--- src/rtl/boot_pkg.sv ---
// Shared types and constants for the serial boot loader.
// The state encoding is used by the loader FSM.
package boot_pkg;

  typedef enum logic [2:0] {
    IDLE, A_LO, A_HI, L_LO, L_HI, DATA, CHK, RUN
  } state_t;

  localparam logic [7:0] SYNC_BYTE = 8'h55;

  function automatic int clks_per_bit(
    input int clk_hz,
    input int baud
  );
    return clk_hz / baud;
  endfunction

endpackage

--- src/rtl/uart_rx.sv ---
// 8N1 receiver: 2-flop synchroniser, mid-bit start confirmation,
// centre sampling, one-cycle byte_valid / frame_err pulses.
module uart_rx #(
  parameter int CLKS_PER_BIT = 104
) (
  input  logic       clk,
  input  logic       rst,
  input  logic       rx,
  output logic [7:0] byte_data,
  output logic       byte_valid,
  output logic       frame_err
);

  typedef enum logic [1:0] {
    R_IDLE, R_START, R_BITS, R_STOP
  } rx_state_t;

  localparam logic [15:0] HALF = 16'(CLKS_PER_BIT / 2 - 1);
  localparam logic [15:0] FULL = 16'(CLKS_PER_BIT - 1);

  rx_state_t   st;
  rx_state_t   nxt;
  logic [15:0] tick;
  logic [2:0]  idx;
  logic [7:0]  sh;
  logic        s_meta;
  logic        s_rx;
  logic        s_prev;
  logic        hit_half;
  logic        hit_full;

  assign hit_half  = (tick == HALF);
  assign hit_full  = (tick == FULL);
  assign byte_data = sh;

  always_ff @(posedge clk) begin
    if (rst) st <= R_IDLE;
    else     st <= nxt;
  end

  always_comb begin
    nxt = st;
    unique case (st)
      R_IDLE:  if (s_prev && !s_rx) nxt = R_START;
      R_START: if (hit_half) nxt = s_rx ? R_IDLE : R_BITS;
      R_BITS:  if (hit_full && idx == 3'd7) nxt = R_STOP;
      R_STOP:  if (hit_full) nxt = R_IDLE;
      default: nxt = R_IDLE;
    endcase
  end

  always_ff @(posedge clk) begin
    if (rst) begin
      s_meta     <= 1'b1;
      s_rx       <= 1'b1;
      s_prev     <= 1'b1;
      tick       <= '0;
      idx        <= '0;
      sh         <= '0;
      byte_valid <= 1'b0;
      frame_err  <= 1'b0;
    end else begin
      {s_prev, s_rx, s_meta} <= {s_rx, s_meta, rx};
      byte_valid <= 1'b0;
      frame_err  <= 1'b0;
      // restart the bit timer on every state change and bit boundary
      if (st == R_IDLE || st != nxt || hit_full)
        tick <= '0;
      else
        tick <= tick + 16'd1;
      if (st == R_BITS && hit_full) begin
        sh  <= {s_rx, sh[7:1]};
        idx <= idx + 3'd1;
      end
      if (st == R_STOP && hit_full) begin
        byte_valid <= s_rx;
        frame_err  <= !s_rx;
      end
    end
  end

endmodule

--- src/rtl/uart_boot_loader.sv ---
// Serial program loader owning the RAM write port until a GO frame,
// then a transparent CPU-to-RAM pass-through with the CPU released.
module uart_boot_loader #(
  parameter int CLK_HZ = 12000000,
  parameter int BAUD   = 115200
) (
  input  logic        clk,
  input  logic        rst,
  input  logic        rx,
  input  logic [15:0] cpu_addr,
  input  logic [7:0]  cpu_dbw,
  input  logic        cpu_we,
  output logic [15:0] ram_addr,
  output logic [7:0]  ram_dbw,
  output logic        ram_we,
  output logic        cpu_rst,
  output logic        busy,
  output logic        err
);

  import boot_pkg::*;

  localparam int CPB = clks_per_bit(CLK_HZ, BAUD);

  logic [7:0]  rx_byte;
  logic        rx_valid;
  logic        rx_ferr;
  state_t      state;
  state_t      nxt;
  logic [15:0] ptr;
  logic [15:0] cnt;
  logic [7:0]  sum;
  logic [15:0] w_addr;
  logic [7:0]  w_data;
  logic        w_we;

  uart_rx #(.CLKS_PER_BIT(CPB)) u_rx (
    .clk       (clk),
    .rst       (rst),
    .rx        (rx),
    .byte_data (rx_byte),
    .byte_valid(rx_valid),
    .frame_err (rx_ferr)
  );

  always_ff @(posedge clk) begin
    if (rst) state <= IDLE;
    else     state <= nxt;
  end

  always_comb begin
    nxt = state;
    if (rx_ferr) begin
      if (state != IDLE && state != RUN) nxt = IDLE;
    end else if (rx_valid) begin
      unique case (state)
        IDLE: if (rx_byte == SYNC_BYTE) nxt = A_LO;
        A_LO: nxt = A_HI;
        A_HI: nxt = L_LO;
        L_LO: nxt = L_HI;
        L_HI: nxt = ({rx_byte, cnt[7:0]} == 16'h0) ? RUN : DATA;
        DATA: if (cnt == 16'd1) nxt = CHK;
        CHK:  nxt = IDLE;
        RUN:  nxt = RUN;
        default: nxt = IDLE;
      endcase
    end
  end

  // cpu_rst comes straight from state so release and mux switch coincide
  always_comb begin
    busy     = 1'b0;
    cpu_rst  = 1'b1;
    ram_addr = w_addr;
    ram_dbw  = w_data;
    ram_we   = w_we;
    unique case (state)
      IDLE: busy = 1'b0;
      RUN: begin
        cpu_rst  = 1'b0;
        ram_addr = cpu_addr;
        ram_dbw  = cpu_dbw;
        ram_we   = cpu_we;
      end
      default: busy = 1'b1;
    endcase
  end

  always_ff @(posedge clk) begin
    if (rst) begin
      ptr    <= '0;
      cnt    <= '0;
      sum    <= '0;
      w_addr <= '0;
      w_data <= '0;
      w_we   <= 1'b0;
      err    <= 1'b0;
    end else begin
      w_we <= 1'b0;
      if (rx_ferr && state != RUN) err <= 1'b1;
      if (rx_valid) begin
        unique case (state)
          IDLE: if (rx_byte == SYNC_BYTE) err <= 1'b0;
          A_LO: ptr[7:0]  <= rx_byte;
          A_HI: ptr[15:8] <= rx_byte;
          L_LO: cnt[7:0]  <= rx_byte;
          L_HI: begin
            cnt[15:8] <= rx_byte;
            sum       <= '0;
          end
          DATA: begin
            w_addr <= ptr;
            w_data <= rx_byte;
            w_we   <= 1'b1;
            sum    <= sum + rx_byte;
            ptr    <= ptr + 16'd1;
            cnt    <= cnt - 16'd1;
          end
          CHK: if (rx_byte != sum) err <= 1'b1;
          RUN: err <= err;
          default: err <= err;
        endcase
      end
    end
  end

endmodule

--- config.mk ---
export PLATFORM = sky130hd
export DESIGN_NAME = uart_boot_loader
export DESIGN_NICKNAME = d
export VERILOG_FILES = /design/src/rtl/boot_pkg.sv /design/src/rtl/uart_rx.sv /design/src/rtl/uart_boot_loader.sv
export SDC_FILE = /design/constraint.sdc
export NUM_CORES = 1
export LEC_CHECK = 0
export BUFFER_PORTS_ARGS = -buffer_cell sky130_fd_sc_hd__buf_4
export CAP_MARGIN = 20
export CORE_MARGIN = 2
export CORE_UTILIZATION = 23
export CTS_BUF_LIST = sky130_fd_sc_hd__clkbuf_4
export DETAILED_ROUTE_END_ITERATION = 6
export PLACE_DENSITY = 0.45
export SLEW_MARGIN = 10
export SYNTH_ARGS = -nofsm -noshare
export SYNTH_HDL_FRONTEND = slang
export SYNTH_SLANG_ARGS = --single-unit
--- constraint.sdc ---
create_clock -name clk -period 1.8 [get_ports clk]
set_input_delay 0.18 -clock clk [delete_from_list [all_inputs] [get_ports clk]]
set_output_delay 0.18 -clock clk [all_outputs]
set_load 0.01 [all_outputs]
==> summary.md <==
| Metric | Value |
|---|---|
| Crit Path Class | flip-flop to primary output |
| IO Count | 56 |
| Total CTS buffers | 9 |
| Worst path arrival time | between 1500 and 2000 ps |
| Starting Density | 23.2% |
| First-pass GRT wire length | ~26000 um |
| Post-route minimum period | slightly below 2000 ps |
| Filler Cell Count | 2527 |
| Max incr delay on CP | around 380 ps |
| Worst setup SP type | flip-flop |
| Synthesized area per cell | between 8 and 9 um2 |
| Worst Skew | approximately 23 ps |
| Commonest non-fill, non-tap cell in the layout | buf_4 |
| Register area share after synthesis | 38.2% |
| F_max | between 500 and 600 MHz |
| Hold Slack | 425 ps |
| Chip width | between 150 and 200 um |
| Row count | between 50 and 60 |
| Tcrit/Tclk final | 107% |
| Crit path from | state[2] |
| Met3 Usage GRT | 3.03% |
| Depth of the CTS H-tree | 3 |
| Die area | 24700 um2 |
| Final hold violation count | 0 |
| GRT Util Overall | between 10% and 20% |
| Vias per cell | between 4 and 5 |
| Crit Reg-Reg Startpoint | cnt[8] |
| Post-Place Cells | approximately 1100 |
| Reg2reg setup slack | -70 ps |
| Ranking of synthesized cells by area | dfxtp_1, nand2_1, a21oi_1 |
| Busiest grt layer | met2 |
| GRT met1 Usage | 17.4% |
| Die Ht | 157 um |
| Core Util, Final | roughly 32% |
| Commonest cells after routing, fill and taps aside | buf_4, nand2_1, dfxtp_1 |
| Worst slew margin | between 60 and 70% |
| Detailed Place HPWL | about 11000 um |
| Leading area contributor after synthesis | dfxtp_1 |
| Remaining antenna violation count | 0 |
| # clock sinks | between 100 and 150 |
| Pin slew with the least headroom to its limit | between 500 and 600 ps |
| Hold path startpoint | rx |
| Share of cells above drive strength 1 | 33.5% |
| Port bufs | between 50 and 60 |
| Fraction of registers with async set/reset | 0% |
| Fin. max-slew vios | 0 |
| Area Growth Syn to Fin | 38.3% |
| Gpl congestion | just under 0.8 |
| Synth top area share | between 30% and 40% |
| Final Setup Violations | 33 |
| Vias in the first global route | ~5000 |
| Yosys warning count | 0 |
| TritonCTS clock tree | done |
| Crit path cell chain | buf_6 > nand3_4 > buf_12 > mux2_2 > buf_4 |
| Met2 Use GR | between 20% and 30% |
| Setup_tns | -3050 ps |
| Clk_lat worst skew | 480 ps |
| Commonest register cell after synthesis | dfxtp_1 |
| Status | complete, but fails checks |
| Total congestion overflow | 0 |
| Total number of vias | 5138 |
| Syn_nets | between 700 and 800 |
| Final WL | 16000 um |
| NumNets Final | between 800 and 900 |
| Unique masters post-synth | 63 |
| Worst path bufs/invs | 3 |
| Area of the mapped netlist | between 5000 and 6000 um2 |
| Crit. End Element | primary output |
| Area occupied by multi-input gates | around 3300 um2 |
| Lkg Pwr | between 2 and 3 nW |
| CP Max Fanout | 12 |
| Worst-case clock buffer depth | 2 |
| P per Cell Area | 499 nW/um2 |
| Crit path max-delay cell type | dfxtp_4 |
| Initial antenna violation count | 1 |
| Core box area | 23300 um2 |
| Top delay family on crit path | buffers and inverters |
| Critical Path RT | around 1600 ps |
| Number of DRC markers in iteration 0 | 272 |
| Largest net degree at the start of global routing | 46 |
| # Max-Cap Violations | 0 |
| Number of enable flip-flop cells after synthesis | 0 |
| Drt first pass iters | 5 |
| Reg clk slew, reported paths | 170 ps |
| Avg WL per Cell | 14.2 um |
| Worst min path class | input pin to flip-flop |
| Dpl ws | -55.8 ps |
| # DRC | 0 |
| Root buffer cell | clkbuf_4 |
| Setup slack after layout | -127 ps |
| Synthesized netlist cell count | around 660 |
| Synth Register Bits | about 100 |
| FF/Latch Area | about 2100 um2 |
| Max IR drop VDD | ~0.28 mV |
| RSZ-0062 raised after global routing | yes |
| Final cell count without fillers | between 1000 and 1500 |
| Violated checks | negative setup slack |
## stage by stage
| step | total power [mW] | instance area (um2) |
|---|---|---|
| floorplan | 2.39 | 5440 |
| global placement | 2.47 | 6740 |
| detailed placement | 2.47 | 6740 |
| CTS | 3.80 | 7260 |
| global route | 3.91 | 7470 |
| finish | 3.72 | 7470 |
## Yosys cell counts (6+ instances only)
cell type	number
a21oi_1	63
nor3_1	13
mux2_2	26
nand4_1	11
mux2i_1	10
a22oi_1	7
ha_1	13
xor2_1	9
a31oi_1	6
o31ai_1	8
clkbuf_1	27
o21ai_0	31
buf_2	7
nand3_1	17
nand2_1	105
xnor2_1	13
inv_1	9
nor2_1	71
nor4_1	6
and3_1	6
or3_1	6
a211oi_1	11
dfxtp_1	103
## state kept, by name, summed over array words and instances (netlist names), 2 cells and up
name,count
u_rx.byte_data,8
w_addr,16
u_rx.st,2
state,3
cnt,16
u_rx.idx,3
sum,8
ptr,16
u_rx.tick,16
w_data,8
## worst min-delay path, delay by kind of cell
kind / cells / cell delay, ps
buffers and inverters: 2 / 620
AND/OR/NAND/NOR: 1 / 80
## cell type report
class / count / share of cell area, %
diodes: 1 / 0.0335
clock buffers: 9 / 0.905
clock inverters: 7 / 1.07
inverters: 9 / 0.452
multi-input cells: 508 / 44.4
flip-flops and latches: 103 / 28.0
well taps: 319 / 5.35
repair buffers: 165 / 19.7
## per-layer routing
layer / wire length, um / vias up
met4: 94 / 0
met2: 7450 / 78
met5: 0 / -
met1: 7890 / 2403
met3: 519 / 6
li1: - / 2651
## where the power goes
group          internal, mW  total, mW  switching [mW]  leakage [nW]
clock network         0.440       1.29           0.850        0.0736
registers              2.28       2.29         0.00337         0.840
logic                0.0735      0.145          0.0719          2.00
total                  2.80       3.72           0.925          2.92
## repair_timing
item / 4_1_cts / 5_1_grt
endpoints found under the hold margin: 4 / 0
buffers inserted: 9 / 7
hold buffers: 2 / 0
endpoints found under the setup margin: 43 / 70
pin swaps: 13 / 8
resized for setup: 61 / 36
cloned: 2 / 2
## cell families after synthesis
logic type	synth area share (%)
AND/OR/NAND/NOR	24.1
AO/OA/AOI/OAI	18.6
flip-flops	38.2
buffers and inverters	4.85
multiplexers	7.28
XOR/XNOR	3.57
adder cells (fa/ha/maj)	3.39
## final timing paths
check                                     to  cells past startpoint
worst max-delay path            ram_addr[14]                      5
worst min-delay path             u_rx.s_meta                      3
worst max register to register      state[0]                      5
worst min register to register     u_rx.s_rx                      1
(Power assumes the default switching activity.)
